--- config.mk ---
export PLATFORM = sky130hd
export DESIGN_NAME = fifo_sync_ram
export DESIGN_NICKNAME = d
export VERILOG_FILES = /design/src/rtl/fifo_sync_ram_pkg.sv /design/src/rtl/ram_s2p1c.sv /design/src/rtl/fifo_sync_ram.sv
export SDC_FILE = /design/constraint.sdc
export NUM_CORES = 1
export LEC_CHECK = 0
export ABC_AREA = 1
export CAP_MARGIN = 40
export CORE_MARGIN = 4
export CORE_UTILIZATION = 50
export DETAILED_ROUTE_END_ITERATION = 12
export DONT_BUFFER_PORTS = 1
export PLACE_DENSITY = 0.66
export SLEW_MARGIN = 25
export SYNTH_ARGS = -nofsm -noshare
export SYNTH_HDL_FRONTEND = slang
export SYNTH_SLANG_ARGS = --single-unit
--- constraint.sdc ---
create_clock -name clk_i -period 2.7 [get_ports clk_i]
set_input_delay 0.27 -clock clk_i [delete_from_list [all_inputs] [get_ports clk_i]]
set_output_delay 0.27 -clock clk_i [all_outputs]
set_load 0.03 [all_outputs]
--- src/rtl/fifo_sync_ram_pkg.sv ---
// rtl/fifo_sync_ram_pkg.sv - shared constants, types and width helper for fifo_sync_ram
package fifo_sync_ram_pkg;

  localparam int SKID_DEPTH = 2;

  typedef logic [1:0] skid_occ_t;

  // Occupancy spans 0..DEPTH+2, so the counter needs room for DEPTH+2 inclusive.
  function automatic int level_width(input int depth);
    return $clog2(depth + 3);
  endfunction

endpackage

--- src/rtl/ram_s2p1c.sv ---
// rtl/ram_s2p1c.sv - simple dual-port single-clock RAM, port A write, port B registered read
module ram_s2p1c #(
  parameter  int WORD_WIDTH = 8,
  parameter  int WORD_COUNT = 16,
  localparam int ADDR_WIDTH = $clog2(WORD_COUNT)
) (
  input  logic                  clk_i,
  input  logic                  we_a_i,
  input  logic [ADDR_WIDTH-1:0] addr_a_i,
  input  logic [WORD_WIDTH-1:0] data_a_i,
  input  logic [ADDR_WIDTH-1:0] addr_b_i,
  output logic [WORD_WIDTH-1:0] data_b_o
);

  logic [WORD_WIDTH-1:0] r_mem [WORD_COUNT];

  always_ff @(posedge clk_i) begin
    if (we_a_i) begin
      r_mem[addr_a_i] <= data_a_i;
    end
    data_b_o <= r_mem[addr_b_i];
  end

endmodule

--- src/rtl/fifo_sync_ram.sv ---
// rtl/fifo_sync_ram.sv - show-ahead FIFO over ram_s2p1c with a 2-entry output skid buffer
// Defining FIFO_LEVEL_EN adds the registered level_o occupancy output.
module fifo_sync_ram
  import fifo_sync_ram_pkg::*;
#(
  parameter int WORD_WIDTH = 8,
  parameter int DEPTH      = 16
) (
  input  logic                  clk_i,
  input  logic                  rstn_i,
  input  logic                  flush_i,
  input  logic                  wr_valid_i,
  input  logic [WORD_WIDTH-1:0] wr_data_i,
  output logic                  wr_ready_o,
  output logic                  rd_valid_o,
  output logic [WORD_WIDTH-1:0] rd_data_o,
  input  logic                  rd_ready_i
`ifdef FIFO_LEVEL_EN
  ,
  output logic [level_width(DEPTH)-1:0] level_o
`endif
);

  localparam int ADDR_WIDTH = $clog2(DEPTH);
  localparam int CNT_WIDTH  = ADDR_WIDTH + 1;
  localparam logic [CNT_WIDTH-1:0] FULL_COUNT = CNT_WIDTH'(DEPTH);

  logic [ADDR_WIDTH-1:0] r_wr_ptr;
  logic [ADDR_WIDTH-1:0] r_rd_ptr;
  logic [CNT_WIDTH-1:0]  r_ram_count;
  logic [CNT_WIDTH-1:0]  w_ram_count_nxt;
  logic                  r_pending;
  logic                  r_wr_ready;
  skid_occ_t             r_skid_occ;
  skid_occ_t             w_skid_occ_nxt;
  skid_occ_t             w_skid_tail;
  logic [WORD_WIDTH-1:0] r_skid0;
  logic [WORD_WIDTH-1:0] r_skid1;
  logic [WORD_WIDTH-1:0] w_ram_q;
  logic                  w_wr_fire;
  logic                  w_pop;
  logic                  w_issue;

  assign w_wr_fire = wr_valid_i & r_wr_ready & rstn_i & ~flush_i;
  assign w_pop     = (r_skid_occ != '0) & rd_ready_i;

  // The pending read always lands in the skid next cycle, so room is judged
  // against words already owned by the skid plus the one in flight.
  assign w_skid_occ_nxt  = r_skid_occ + skid_occ_t'(r_pending) - skid_occ_t'(w_pop);
  assign w_skid_tail     = r_skid_occ - skid_occ_t'(w_pop);
  assign w_issue         = (r_ram_count != '0) && (w_skid_occ_nxt < skid_occ_t'(SKID_DEPTH));
  assign w_ram_count_nxt = r_ram_count + CNT_WIDTH'(w_wr_fire) - CNT_WIDTH'(w_issue);

  ram_s2p1c #(
    .WORD_WIDTH (WORD_WIDTH),
    .WORD_COUNT (DEPTH)
  ) u_ram (
    .clk_i    (clk_i),
    .we_a_i   (w_wr_fire),
    .addr_a_i (r_wr_ptr),
    .data_a_i (wr_data_i),
    .addr_b_i (r_rd_ptr),
    .data_b_o (w_ram_q)
  );

  always_ff @(posedge clk_i) begin
    if (!rstn_i || flush_i) begin
      r_wr_ptr    <= '0;
      r_rd_ptr    <= '0;
      r_ram_count <= '0;
      r_pending   <= 1'b0;
      r_skid_occ  <= '0;
      r_wr_ready  <= rstn_i;
    end else begin
      if (w_wr_fire) begin
        r_wr_ptr <= r_wr_ptr + 1'b1;
      end
      if (w_issue) begin
        r_rd_ptr <= r_rd_ptr + 1'b1;
      end
      r_ram_count <= w_ram_count_nxt;
      r_pending   <= w_issue;
      r_skid_occ  <= w_skid_occ_nxt;
      r_wr_ready  <= (w_ram_count_nxt != FULL_COUNT);
    end
  end

  // Skid data is left alone on flush so rd_data_o keeps its last value.
  always_ff @(posedge clk_i) begin
    if (!rstn_i) begin
      r_skid0 <= '0;
      r_skid1 <= '0;
    end else if (!flush_i) begin
      if (w_pop && (r_skid_occ == skid_occ_t'(2))) begin
        r_skid0 <= r_skid1;
      end
      if (r_pending) begin
        if (w_skid_tail == '0) begin
          r_skid0 <= w_ram_q;
        end else begin
          r_skid1 <= w_ram_q;
        end
      end
    end
  end

  assign wr_ready_o = r_wr_ready;
  assign rd_valid_o = (r_skid_occ != '0);
  assign rd_data_o  = r_skid0;

`ifdef FIFO_LEVEL_EN
  localparam int LVL_WIDTH = level_width(DEPTH);

  logic [LVL_WIDTH-1:0] r_level;

  always_ff @(posedge clk_i) begin
    if (!rstn_i || flush_i) begin
      r_level <= '0;
    end else begin
      r_level <= LVL_WIDTH'(w_ram_count_nxt) + LVL_WIDTH'(w_issue) + LVL_WIDTH'(w_skid_occ_nxt);
    end
  end

  assign level_o = r_level;
`endif

endmodule
Yosys cells after proc, flatten, opt, wreduce, memory -nomap -nowiden
Memory sizes are Yosys's and may differ from the RTL's. A register that Yosys moved wholly into a read port is not among the register bits.
Cells that the tools add are included.
{"block": "totals", "out_inout_bits": 10, "romBits": 0, "n_memories": 1, "latch_bits": 0, "register_bits": 33, "inputBits": 13, "elab_cells": 39, "ramBits": 128}
{"memory": "u_ram.r_mem", "depth": 16, "width": 8, "read_ports": 1, "rd_clocked_by_memory_dff": 1, "write_ports": 1, "line": "ram_s2p1c.sv:15", "text": "logic [WORD_WIDTH-1:0] r_mem [WORD_COUNT];"}
{"block": "classes", "n_bitwise": 6, "n_mul": 0, "div": 0, "mux": 6, "add_sub_neg": 7, "reduce_logical": 8, "n_shift": 0, "magnitude_cmp": 1, "eq_ne": 2}
{"operator": "2-to-1 mux 8 bit", "n": 3}
{"operator": "adder 4 x 1 -> 4 bit (second input constant)", "n": 2}
{"operator": "adder 5 x 1 -> 5 bit", "n": 1}
{"operator": "inequality test 5 bit (second input constant)", "n": 1}
{"operator": "nonzero test 5 bit", "n": 1}
{"operator": "subtractor 5 x 1 -> 5 bit", "n": 1}
{"operator": "bitwise AND 1 bit", "n": 4}
{"operator": "subtractor 2 x 1 -> 2 bit", "n": 2}
{"operator": "2-to-1 mux 1 bit", "n": 3}
{"operator": "AND reduction 3 bit", "n": 1}
{"operator": "adder 2 x 1 -> 2 bit", "n": 1}
{"operator": "equality test 2 bit (second input constant)", "n": 1}
{"operator": "logical AND 1 bit", "n": 2}
{"operator": "logical NOT 2 bit", "n": 1}
{"operator": "less-than comparator 2 bit (second input constant)", "n": 1}
{"operator": "NOT 1 bit", "n": 2}
{"operator": "nonzero test 2 bit", "n": 1}
{"operator": "logical NOT 1 bit", "n": 1}
{"operator": "logical OR 1 bit", "n": 1}

Depth between registers and ports, before layout
Gate-level depths: netlist of run 1.
{"block": "logic_depth", "depth_word": 8, "depth_mapped": 21, "mapped_depth_nobuf": 20}

By module
Synthesis of run 1 repeated with hierarchy kept, for this count alone.
{"block": "unflattened", "hier_cells": 780, "hier_area_um2": 7444.6}
{"module": "ram_s2p1c", "seq_area_each_um2": 4003.8, "instances": 1, "area_each_um2": 5766.8, "cells_each": 551}
{"module": "fifo_sync_ram", "seq_area_each_um2": 660.6, "instances": 1, "area_each_um2": 1677.9, "cells_each": 229}

Least setup slack after synthesis of run 1
OpenSTA, ideal clock, no wires.
{"block": "synth_path", "kind": "register -> register", "from": "reg r_skid_occ[0]", "to": "reg r_wr_ready (netlist: wr_ready_o)", "path_stages_with_launch": 20, "path_slack_ns": -0.009, "period_less_slack_ns": 2.709, "path_buffers": 1, "t_arrival_ns": 2.598, "required_ns": 2.588, "setup_time_ns": 0.112, "cell_sequence": "dfxtp_1 > inv_1 > nand3_4 > buf_6 > nand2_1 > ha_1 > inv_1 > nand3_1 > nand3_1 > inv_1 > ha_1 > inv_1 > ha_1 > inv_1 > fa_1 > nand2_1 > nor2_1 > nand3_1 > nor2_1 > nor2_1"}
{"block": "synth_via", "elab_chain_cells": 8, "elab_cells_between_ends": 9, "cone_classes": "3 x add/sub; 1 x order compare; 1 x eq/ne; 1 x mux; 1 x bitwise; 2 x reduce/logical"}
{"item": "start, declared", "line": "fifo_sync_ram.sv:34", "text": "skid_occ_t r_skid_occ;"}
{"item": "start signal, assigned", "line": "fifo_sync_ram.sv:83", "text": "r_skid_occ <= w_skid_occ_nxt;"}
{"item": "parallel branches: the longest is 2 deep, another holds adder 2 x 1 -> 2 bit"}
{"item": "subtractor 2 x 1 -> 2 bit (*)", "line": "fifo_sync_ram.sv:49", "text": "assign w_skid_occ_nxt = r_skid_occ + skid_occ_t'(r_pending) - skid_occ_t'(w_pop);"}
{"item": "less-than comparator 2 bit (*)", "line": "fifo_sync_ram.sv:51", "text": "assign w_issue = (r_ram_count != '0) && (w_skid_occ_nxt < skid_occ_t'(SKID_DEPTH));"}
{"item": "logical AND 1 bit (*)", "line": "fifo_sync_ram.sv:51"}
{"item": "net w_issue", "line": "fifo_sync_ram.sv:42", "text": "logic w_issue;"}
{"item": "subtractor 5 x 1 -> 5 bit (*)", "line": "fifo_sync_ram.sv:52", "text": "assign w_ram_count_nxt = r_ram_count + CNT_WIDTH'(w_wr_fire) - CNT_WIDTH'(w_issue);"}
{"item": "inequality test 5 bit (*)", "line": "fifo_sync_ram.sv:84", "text": "r_wr_ready <= (w_ram_count_nxt != FULL_COUNT);"}
{"item": "2-to-1 mux 1 bit (*)", "line": "fifo_sync_ram.sv:67", "text": "if (!rstn_i || flush_i) begin"}
{"item": "end signal, assigned", "line": "fifo_sync_ram.sv:73", "text": "r_wr_ready <= rstn_i;"}
{"item": "end signal, assigned", "line": "fifo_sync_ram.sv:84"}
{"item": "end, declared", "line": "fifo_sync_ram.sv:33", "text": "logic r_wr_ready;"}
Mark *: on every way through the listed nets, which the timed path passes.
A chain may end at the register's enable or synchronous reset.

Worst setup path in the final report of run 1
Same ends and word-level chain as after synthesis.

==> run metrics, run 1 <==
Clk pwr share=about a third; WP data arrival=2.84 ns; root buffer cell=clkbuf_16; port bufs=0; global-route wire length before repair=~24 mm; layout cells sized above 1=between 10 and 15%; area grow syn2layout=13.25%; Critical Path RT=a little over 3 ns; First-pass DRT Iterations=5; Yosys reg bits=around 170; routed vias=around 4600; Final Critical Period=about 2.5 ns; Hold WS=0.03919 ns; CP Cell Sequence=inv_2 > nand3_4 > nand2_2 > ha_4 > inv_1 > nand3_1 > nand3_2 > inv_1 > ha_1 > inv_1 > ha_2 > inv_1 > fa_2 > nand2_1 > nor2_1 > nand3_1 > nor2_1 > nor2_1; clock buffer depth=2; TritonCTS buffer count=17; RR Endpoint=wr_ready_o; initial antenna violation count=0; FF-to-FF setup slack=0.17 ns; Mapped Cells=660; total I/O pin count=23; fin area=~0.008 mm^2; type of the most critical hold path=input pin to register; Setup TNS Final=0 ns; Mapped Area=0.006999 mm^2; worst setup slack after layout=roughly 0.17 ns; slowest CP cell=fa_2; die width=roughly 130 um; Power Density=slightly below 900 mW/mm^2; crit path launch type=register; Vias/cell=5.323; routed wire length=15.23 mm; CTS tree=yes; GRT Util Overall=19.93%; H-tree Lvls=4; final core utilization=between 50% and 60%; WS Path Type=register to register; most frequent CP cell=inv_1; P_int=approximately 5 mW; final hold vios=0; pin count of the biggest net entering global routing=83; switching share of power=29.83%; critical path depth in cells=18; depth of the worst hold-timing path=2; Lkg Pwr=approximately 2.9 nW; sw power=approximately 2.1 mW; fmax=395.4 MHz; Placed Instances=between 800 and 900; n_diodes=0; multi-input logic area=approximately 0.0020 mm^2; Gate power share=between 20% and 30%; Pins Over Slew Limit=0; die height=126.3 um; outcome=finished clean; Final ANT Viol Nets=0; sequential area share after synthesis=between 60% and 70%; DP Area=just over 0.007 mm^2; Critical Path End=wr_ready_o; Residual DRC=0; Worst Setup SP=r_skid_occ[0]; FF-to-FF Start=r_skid_occ[0]; GPL Wtd Cong=0.8268; Initial DRC Count=414; worst-case vdd ir drop=around 0.87 mV; R2R cell count=18; Setup-failing EPs final=0; vias in the first global route=roughly 4600; Max FO, Critical Path=3; CORE AREA=approximately 0.013 mm^2; Clock Sinks=about 170; die area=0.01596 mm^2; fin nets=about 710; CP endpoint kind=register; Rel. slew slack=~46%; Reg power frac=43.9%; Max Cap Violations=0; CP max stage delay=around 0.54 ns; Place WS=0.06083 ns; YS warnings=0; clk_lat worst skew=roughly 0.42 ns; FP Rows=42; worst-margin pin slew=approximately 0.80 ns; register area=roughly 0.0047 mm^2; CP bufs+invs=5; DP Wirelength=around 9.4 mm; syn avg cell area=about 11 um^2; global route total overflow=0; Cell variety after synth=26; drt wl/cell=roughly 18 um; period utilisation layout=approximately 94%; delay-heaviest family, CP=adder cells; worst clock skew=~0.009 ns; Total Power Consumption=~7.0 mW; count of non-filler cells in the finished layout=between 800 and 900; clk slew on worst S/H paths=about 0.060 ns; syn nets=about 690; Starting Density=a little over half; FILL cells=1125
worst reg2reg max path, delay by kind of cell, from the launching register on:
family	cells	cell delay (ns)
flops	1	0.34
simple gates	9	0.67
buf+inv	5	0.28
fa+ha+maj	4	1.14
worst min path at each step:
stage / slack [ns] / endpoint / from
after floorplan: 0.37 / u_ram.r_mem[0][0] / wr_data_i[0]
after global placement: 0.37 / u_ram.r_mem[1][4] / wr_data_i[4]
after detailed placement: 0.37 / u_ram.r_mem[8][7] / wr_data_i[7]
after CTS: 0.04 / r_skid1[6] / rstn_i
after global routing: 0.05 / r_skid1[6] / rstn_i
final: 0.04 / r_skid1[6] / rstn_i
flip-flops by register name, indices dropped and copies added, names as in the netlist:
name,cells
r_pending,1
u_ram.r_mem,128
u_ram.data_b_o,8
r_ram_count,5
rd_data_o,8
r_skid1,8
r_skid_occ,2
r_rd_ptr,4
r_wr_ptr,4
wr_ready_o,1
timing repair:
action	CTS	global route
resized for setup	0	9
hold buffers	9	0
hold endpoints to repair	136	0
buffers inserted	0	0
endpoints found under the setup margin	0	2
layer usage:
layer,track usage [%],vias to the layer above,wire length (um)
met1,25.52,2177,6553
met3,5.296,22,1012
li1,-,2289,-
met5,0,-,0
met2,32.68,138,7263
met4,7.697,0,397
Yosys cell counts:
| library cell | n | area share (%) |
|---|---|---|
| nor2_1 | 61 | 3.3 |
| fa_1 | 1 | 0.29 |
| ha_1 | 12 | 2.1 |
| nand2_2 | 2 | 0.18 |
| nand3_1 | 35 | 2.5 |
| nand3b_1 | 2 | 0.21 |
| dfxtp_1 | 41 | 12 |
| buf_1 | 1 | 0.054 |
| o211ai_1 | 14 | 1.5 |
| nand3_4 | 2 | 0.50 |
| nor2_4 | 3 | 0.48 |
| clkbuf_1 | 5 | 0.27 |
| inv_2 | 6 | 0.32 |
| a21oi_1 | 56 | 4.0 |
| clkbuf_2 | 1 | 0.071 |
| buf_6 | 2 | 0.32 |
| xor2_1 | 1 | 0.13 |
| o21ai_1 | 7 | 0.50 |
| clkinv_1 | 1 | 0.054 |
| nor3_1 | 1 | 0.071 |
| buf_2 | 12 | 0.86 |
| buf_4 | 5 | 0.54 |
| inv_1 | 52 | 2.8 |
| nand2_1 | 148 | 7.9 |
| edfxtp_1 | 128 | 55 |
| o21ai_0 | 61 | 4.4 |
power by group through the flow:
stage               registers, mW  logic (mW)  clock network [mW]
floorplan                    3.09        1.08                   0
global placement             3.10        1.37                   0
detailed placement           3.10        1.45                   0
CTS                          3.05        1.50                2.42
global route                 3.07        1.73                2.52
finish                       3.05        1.52                2.38
area by class of cell:
cell class                 count  share of cell area [%]
sequential                   169                   58.90
multi-input combinational    406                   25.11
clock buffer                  26                   6.646
timing repair buffer          27                   3.031
inverter                      59                   2.794
tap                          176                   2.778
clock inverter                 6                  0.7419
kinds of logic after synthesis:
group,after synthesis,share of synthesized area [%]
AND/OR/NAND/NOR,254,15.16
flip-flops,169,66.64
AO/OA/AOI/OAI,138,10.37
buffers and inverters,85,5.273
adder cells (fa/ha/maj),13,2.431
XOR/XNOR,1,0.1252
placed cells by master (no fill, tap or decap), drive strengths merged, types with 4 or more instances in the layout:
cell type | synthesis | routed
a21oi | 56 | 56
buf | 20 | 18
clkbuf | 6 | 26
clkinv | 1 | 4
dfxtp | 41 | 41
dlygate4sd3 | 0 | 8
edfxtp | 128 | 128
ha | 12 | 12
inv | 58 | 59
nand2 | 150 | 150
nand3 | 37 | 37
nor2 | 64 | 64
o211ai | 14 | 14
o21ai | 68 | 68
No activity file was read; power rests on OpenSTA's default activity.
==> run 2: changes to the inputs <==
--- a/config.mk
+++ b/config.mk
@@ -9,6 +9,7 @@
 export CAP_MARGIN = 40
 export CORE_MARGIN = 4
 export CORE_UTILIZATION = 50
+export CTS_BUF_LIST = sky130_fd_sc_hd__clkbuf_16
 export DETAILED_ROUTE_END_ITERATION = 12
 export DONT_BUFFER_PORTS = 1
 export PLACE_DENSITY = 0.66
==> run 2 against run 1 <==
  * Clock power decreased by 4%
  * Setup slack worse by 0.00076 ns
  * Global-route usage about the same
  * Critical path depth is the same
  * Register-to-register slack about the same
  * Combinational power is essentially flat
  * Sequential share of layout area is 0.13 points higher
  * Non-clock buffer count up 1
  * Power is 1.4% lower
  * Via count is 1.8% higher
  * Critical endpoint unchanged
==> run metrics, run 2 (synthesized netlist as in run 1, its figures left out) <==
outcome=finished clean (unchanged); Top reg by flops=u_ram.r_mem (unchanged); worst-case vdd ir drop=0.8628 mV (was 0.8695 mV); FF-to-FF setup slack=0.17 ns (about the same); CTS tree=yes (unchanged); worst clock skew=0.006283 ns (was 0.008806 ns); Initial DRC Count=402 (was 414); drt wl/cell=17.51 um (was 17.52 um); area grow syn2layout=13.00% (was 13.25%); max FFs per register=128 (unchanged); CP endpoint kind=register (unchanged); P_int=4.791 mW (was 4.880 mW); global-route wire length before repair=24.33 mm (was 24.34 mm); WS Path Type=register to register (unchanged); die height=126.3 um (unchanged); CORE AREA=0.01345 mm^2 (unchanged); vias in the first global route=4570 (was 4579); Power Density=867.2 mW/mm^2 (was 877.5 mW/mm^2); FILL cells=1129 (was 1125); Critical Path RT=3.01 ns (was 3.02 ns); Clock Sinks=169 (unchanged); worst-margin pin slew=0.7999 ns (was 0.8043 ns); TritonCTS buffer count=17 (unchanged); worst setup slack after layout=0.1701 ns (was 0.1708 ns); initial antenna violation count=1 (was 0); sw power=2.068 mW (was 2.075 mW); most frequent cells in the layout=nand2_1, edfxtp_1, nor2_1, o21ai_0 (was nand2_1, edfxtp_1, nor2_1, o21ai_0, a21oi_1); Rel. slew slack=46.68% (was 46.38%); CP bufs+invs=5 (unchanged); DP Wirelength=9.415 mm (unchanged); Starting Density=52.03% (unchanged); fin nets=707 (was 706); Place WS=0.06083 ns (unchanged); CP Cell Sequence=inv_2 > nand3_4 > nand2_2 > ha_4 > inv_1 > nand3_1 > nand3_2 > inv_1 > ha_1 > inv_1 > ha_2 > inv_1 > fa_2 > nand2_1 > nor2_1 > nand3_1 > nor2_1 > nor2_1 (unchanged); clk_lat worst skew=0.42 ns (about the same); n_diodes=0 (unchanged); period utilisation layout=93.70% (was 93.67%); final hold vios=0 (unchanged); met3 usage=5.212% (was 5.296%); layout cells sized above 1=9.798% (was 10.25%); Critical Path End=wr_ready_o (unchanged); CP max stage delay=0.54 ns (about the same); Clk pwr share=33.3% (was 34.2%); Max FO, Critical Path=3 (unchanged); fmax=395.3 MHz (was 395.4 MHz); die area=0.01596 mm^2 (unchanged); most frequent CP cell=inv_1 (unchanged); delay-heaviest family, CP=adder cells (unchanged); Worst Setup SP=r_skid_occ[0] (unchanged); Pins Over Slew Limit=0 (unchanged); FP Rows=42 (unchanged); First-pass DRT Iterations=6 (was 5); Vias/cell=5.413 (was 5.323); R2R cell count=18 (unchanged); type of the most critical hold path=input pin to register (unchanged); switching share of power=30.15% (was 29.83%); critical path depth in cells=18 (unchanged); FF-to-FF Start=r_skid_occ[0] (unchanged); Lkg Pwr=2.921 nW (was 2.913 nW); routed wire length=15.23 mm (about the same); pin count of the biggest net entering global routing=83 (unchanged); H-tree Lvls=4 (unchanged); GPL Wtd Cong=0.8268 (unchanged); root buffer cell=clkbuf_16 (unchanged); Placed Instances=825 (unchanged); commonest non-fill, non-tap cell in the layout=nand2_1 (unchanged); routed vias=4709 (was 4626); GR Util met1=25.41% (was 25.52%); Max Cap Violations=0 (unchanged); Reg power frac=44.5% (was 43.9%); clk slew on worst S/H paths=0.06 ns (about the same); Final Critical Period=2.530 ns (was 2.529 ns); total I/O pin count=23 (unchanged); Final ANT Viol Nets=0 (unchanged); Gate power share=22.2% (was 21.9%); RR Endpoint=wr_ready_o (unchanged); count of non-filler cells in the finished layout=870 (was 869); WP data arrival=2.84 ns (about the same); port bufs=0 (unchanged); Residual DRC=0 (unchanged); crit path launch type=register (unchanged); GRT Util Overall=19.96% (was 19.93%); GRT Max-Usage Layer=met2 (unchanged); clock buffer depth=2 (unchanged); die width=126.3 um (unchanged); global route total overflow=0 (unchanged); GR Util met2=32.83% (was 32.68%); slowest CP cell=fa_2 (unchanged); Setup-failing EPs final=0 (unchanged)
run 2: cell count changes in the layout (fill, tap and decap cells not counted):
| cell | delta |
|---|---|
| clkbuf_1 | -1 |
| inv_1 | +5 |
| clkbuf_2 | -4 |
| inv_2 | +2 |
| buf_4 | +1 |
| clkbuf_8 | -2 |
run 2: power groups by stage:
stage          Clock [mW]  Sequential [mW]  Combinational, mW
2_1_floorplan           0             3.09               1.08
3_3_place_gp            0             3.10               1.37
3_5_place_dp            0             3.10               1.45
4_1_cts              2.33             3.05               1.50
5_1_grt              2.43             3.07               1.73
6_report             2.29             3.05               1.52
run 2: area by class of cell:
type / count / area [um^2] / area share, %
clock buffers: 19 / 475.5 / 6.012
clock inverters: 13 / 85.08 / 1.076
inverters: 59 / 221.5 / 2.800
multi-input cells: 406 / 1991 / 25.17
flip-flops and latches: 169 / 4668 / 59.03
well taps: 176 / 220.2 / 2.784
repair buffers: 28 / 247.7 / 3.132
run 2: timing repair:
item                       CTS  global route
hold buffers                 9             0
hold endpoints to repair   136             0
gates resized for setup      0             9
buffers inserted             0             0
setup endpoints to repair    0             2
run 2: how the worst min path moves through the flow:
stage                 startpoint           endpoint  slack, ns  cells after the start
global placement    wr_data_i[4]  u_ram.r_mem[1][4]       0.37                      0
finish                    rstn_i         r_skid1[6]       0.04                      2
global route              rstn_i         r_skid1[6]       0.05                      2
detailed placement  wr_data_i[7]  u_ram.r_mem[8][7]       0.37                      0
floorplan           wr_data_i[0]  u_ram.r_mem[0][0]       0.37                      0
CTS                       rstn_i         r_skid1[6]       0.04                      2
run 2: routing by layer:
layer  share of wire (%)  routed length (um)
met1                  43                6575
met2                  48                7304
met3                 6.3                 962
met4                 2.5                 378
met5               0.085                  13
run 2: per-stage QoR:
| step | utilization, % | area (um^2) | hold slack [ns] | power (mW) | TNS, ns |
|---|---|---|---|---|---|
| CTS | 58.38 | 7854 | 0.03799 | 6.878 | 0 |
| floorplan | - | 7004 | 0.3689 | 4.173 | 0 |
| detailed placement | 53.54 | 7203 | 0.3701 | 4.551 | 0 |
| global route | 58.79 | 7909 | 0.04543 | 7.226 | -0.01124 |
| global placement | 53.39 | 7183 | 0.3700 | 4.473 | 0 |
| finish | 58.79 | 7909 | 0.03819 | 6.859 | 0 |
==> run 3: changes to the inputs <==
--- a/config.mk
+++ b/config.mk
@@ -13,6 +13,7 @@
 export DETAILED_ROUTE_END_ITERATION = 12
 export DONT_BUFFER_PORTS = 1
 export PLACE_DENSITY = 0.66
+export RECOVER_POWER = 100
 export SLEW_MARGIN = 25
 export SYNTH_ARGS = -nofsm -noshare
 export SYNTH_HDL_FRONTEND = slang
==> run 3 against run 2 <==
  * The run now ends with capacitance limit, slew limit left
  * Sequential cell count did not move
  * Combinational power hardly changed
  * Utilization decreased by 0.49 points
  * Routed wire length shrank 0.12%
  * Power shrank 0.37%
  * Setup slack worse by 0.017 ns
  * Fmax decreased by 0.67%
  * Via count decreased by 0.23%
  * Critical path type unchanged
  * Largest power group unchanged
==> run metrics, run 3 (synthesized netlist as in run 1, its figures left out) <==
n_diodes=0 (unchanged); DP Wirelength=9.415 mm (unchanged); period utilisation layout=94.33% (was 93.70%); final core utilization=58.30% (was 58.79%); area grow syn2layout=12.05% (was 13.00%); FF-to-FF setup slack=0.15 ns (was 0.17 ns); depth of the worst hold-timing path=2 (unchanged); Vias/cell=5.400 (was 5.413); commonest non-fill, non-tap cell in the layout=nand2_1 (unchanged); clock buffer depth=2 (unchanged); Setup-failing EPs final=0 (unchanged); layout cells sized above 1=7.205% (was 9.798%); final hold vios=0 (unchanged); Initial DRC Count=407 (was 402); FP Rows=42 (unchanged); CTS tree=yes (unchanged); Post CTS Setup Buffer Count=0 (unchanged); WS Path Type=register to register (unchanged); H-tree Lvls=4 (unchanged); global-route wire length before repair=24.33 mm (unchanged); Critical Path RT=3.02 ns (was 3.01 ns); Final ANT Viol Nets=0 (unchanged); max FFs per register=128 (unchanged); die area=0.01596 mm^2 (unchanged); crit path launch type=register (unchanged); root buffer cell=clkbuf_16 (unchanged); Total Power Consumption=6.833 mW (was 6.859 mW); Residual DRC=0 (unchanged); Rel. slew slack=-4.417% (was 46.68%); vias in the first global route=4570 (unchanged); GPL Wtd Cong=0.8268 (unchanged); worst setup slack after layout=0.1530 ns (was 0.1701 ns); Lkg Pwr=2.855 nW (was 2.921 nW); R2R cell count=17 (was 18); most frequent cells in the layout=nand2_1, edfxtp_1, o21ai_0 (was nand2_1, edfxtp_1, nor2_1, o21ai_0); GRT Util Overall=19.96% (unchanged); global route total overflow=0 (unchanged); WP data arrival=2.86 ns (was 2.84 ns); port bufs=0 (unchanged); Place WS=0.06083 ns (unchanged); Placed Instances=825 (unchanged); worst-case vdd ir drop=0.8593 mV (was 0.8628 mV); HP Start=rstn_i (unchanged); FF-to-FF Start=r_skid_occ[1] (was r_skid_occ[0]); die width=126.3 um (unchanged); RR Endpoint=wr_ready_o (unchanged); die height=126.3 um (unchanged); outcome=finished, violations left (was finished clean); initial antenna violation count=1 (unchanged); routed wire length=15.22 mm (was 15.23 mm); count of non-filler cells in the finished layout=870 (unchanged); pin count of the biggest net entering global routing=83 (unchanged); Starting Density=52.03% (unchanged); Max FO, Critical Path=5 (was 3); clk_lat worst skew=0.42 ns (about the same); worst clock skew=0.005410 ns (was 0.006283 ns); CP endpoint kind=register (unchanged); type of the most critical hold path=input pin to register (unchanged); TritonCTS buffer count=17 (unchanged); clk slew on worst S/H paths=0.06 ns (about the same); Power Density=871.3 mW/mm^2 (was 867.2 mW/mm^2); Worst Hold Path EP=r_skid1[6] (unchanged); DP Area=0.007203 mm^2 (unchanged); fin nets=707 (unchanged); drt wl/cell=17.49 um (was 17.51 um); fmax=392.6 MHz (was 395.3 MHz); Top reg by flops=u_ram.r_mem (unchanged); routed vias=4698 (was 4709); worst-margin pin slew=1.566 ns (was 0.7999 ns); failing checks=capacitance limit, slew limit; Clock Sinks=169 (unchanged); CORE AREA=0.01345 mm^2 (unchanged); total I/O pin count=23 (unchanged); fin area=0.007843 mm^2 (was 0.007909 mm^2); Final Critical Period=2.547 ns (was 2.530 ns); Pins Over Slew Limit=83 (was 0); Max Cap Violations=1 (was 0); First-pass DRT Iterations=5 (was 6)
[run 3: worst max path at each step]
stage | from | to | slack (ns) | depth (start not counted)
after floorplan | r_skid_occ[0] | wr_ready_o | 0.06 | 19
after detailed placement | r_skid_occ[0] | wr_ready_o | 0.06 | 19
after global placement | r_skid_occ[0] | wr_ready_o | 0.17 | 18
after CTS | r_skid_occ[0] | wr_ready_o | 0.03 | 19
final | r_skid_occ[1] | wr_ready_o | 0.15 | 17
after global routing | r_skid_occ[0] | wr_ready_o | -0.01 | 18
[run 3: routing by layer]
metal | up-vias | GRT usage, % | share of wire, %
met4 | 2 | 7.950 | 2.7
met3 | 26 | 5.212 | 5.7
met2 | 139 | 32.83 | 48
met1 | 2238 | 25.41 | 44
met5 | - | 0 | 0.085
li1 | 2293 | - | -
[run 3: cell type report]
class,count,area (um^2)
Multi-Input combinational cell,406,1981
Inverter,59,221.5
Sequential cell,169,4666
Timing Repair Buffer,28,193.9
Fill cell,1141,5610
Clock buffer,19,475.5
Clock inverter,13,85.08
Tap cell,176,220.2
[run 3: through the flow]
stage,hold WS (ns),TNS (ns)
final,0.03880,0
after global routing,0.04544,-0.01340
after CTS,0.03799,0
after detailed placement,0.3701,0
after global placement,0.3700,0
after floorplan,0.3689,0
[run 3: where the power goes]
group	internal [mW]	total (mW)	leakage [nW]	switching (mW)
clock	1.35	2.28	0.300	0.930
combinational	0.493	1.50	1.07	1.01
sequential	2.93	3.05	1.49	0.118
[run 3: repair_timing]
item	in CTS	in global routing
resized for setup	0	9
setup endpoints to repair	0	2
endpoints found under the hold margin	136	0
hold buffers	9	0
[run 3: critical path, cell delays in order (launching register included)]
cell     delay, ns
dfxtp_1       0.37
nand3_4       0.11
nand2_2       0.06
ha_4          0.16
inv_1         0.06
nand3_1       0.09
nand3_2       0.09
inv_1         0.05
ha_1          0.28
inv_1         0.06
ha_2          0.16
inv_1         0.05
fa_2          0.54
nand2_1       0.06
nor2_1        0.08
nand3_1       0.08
nor2_1        0.11
nor2_1        0.04
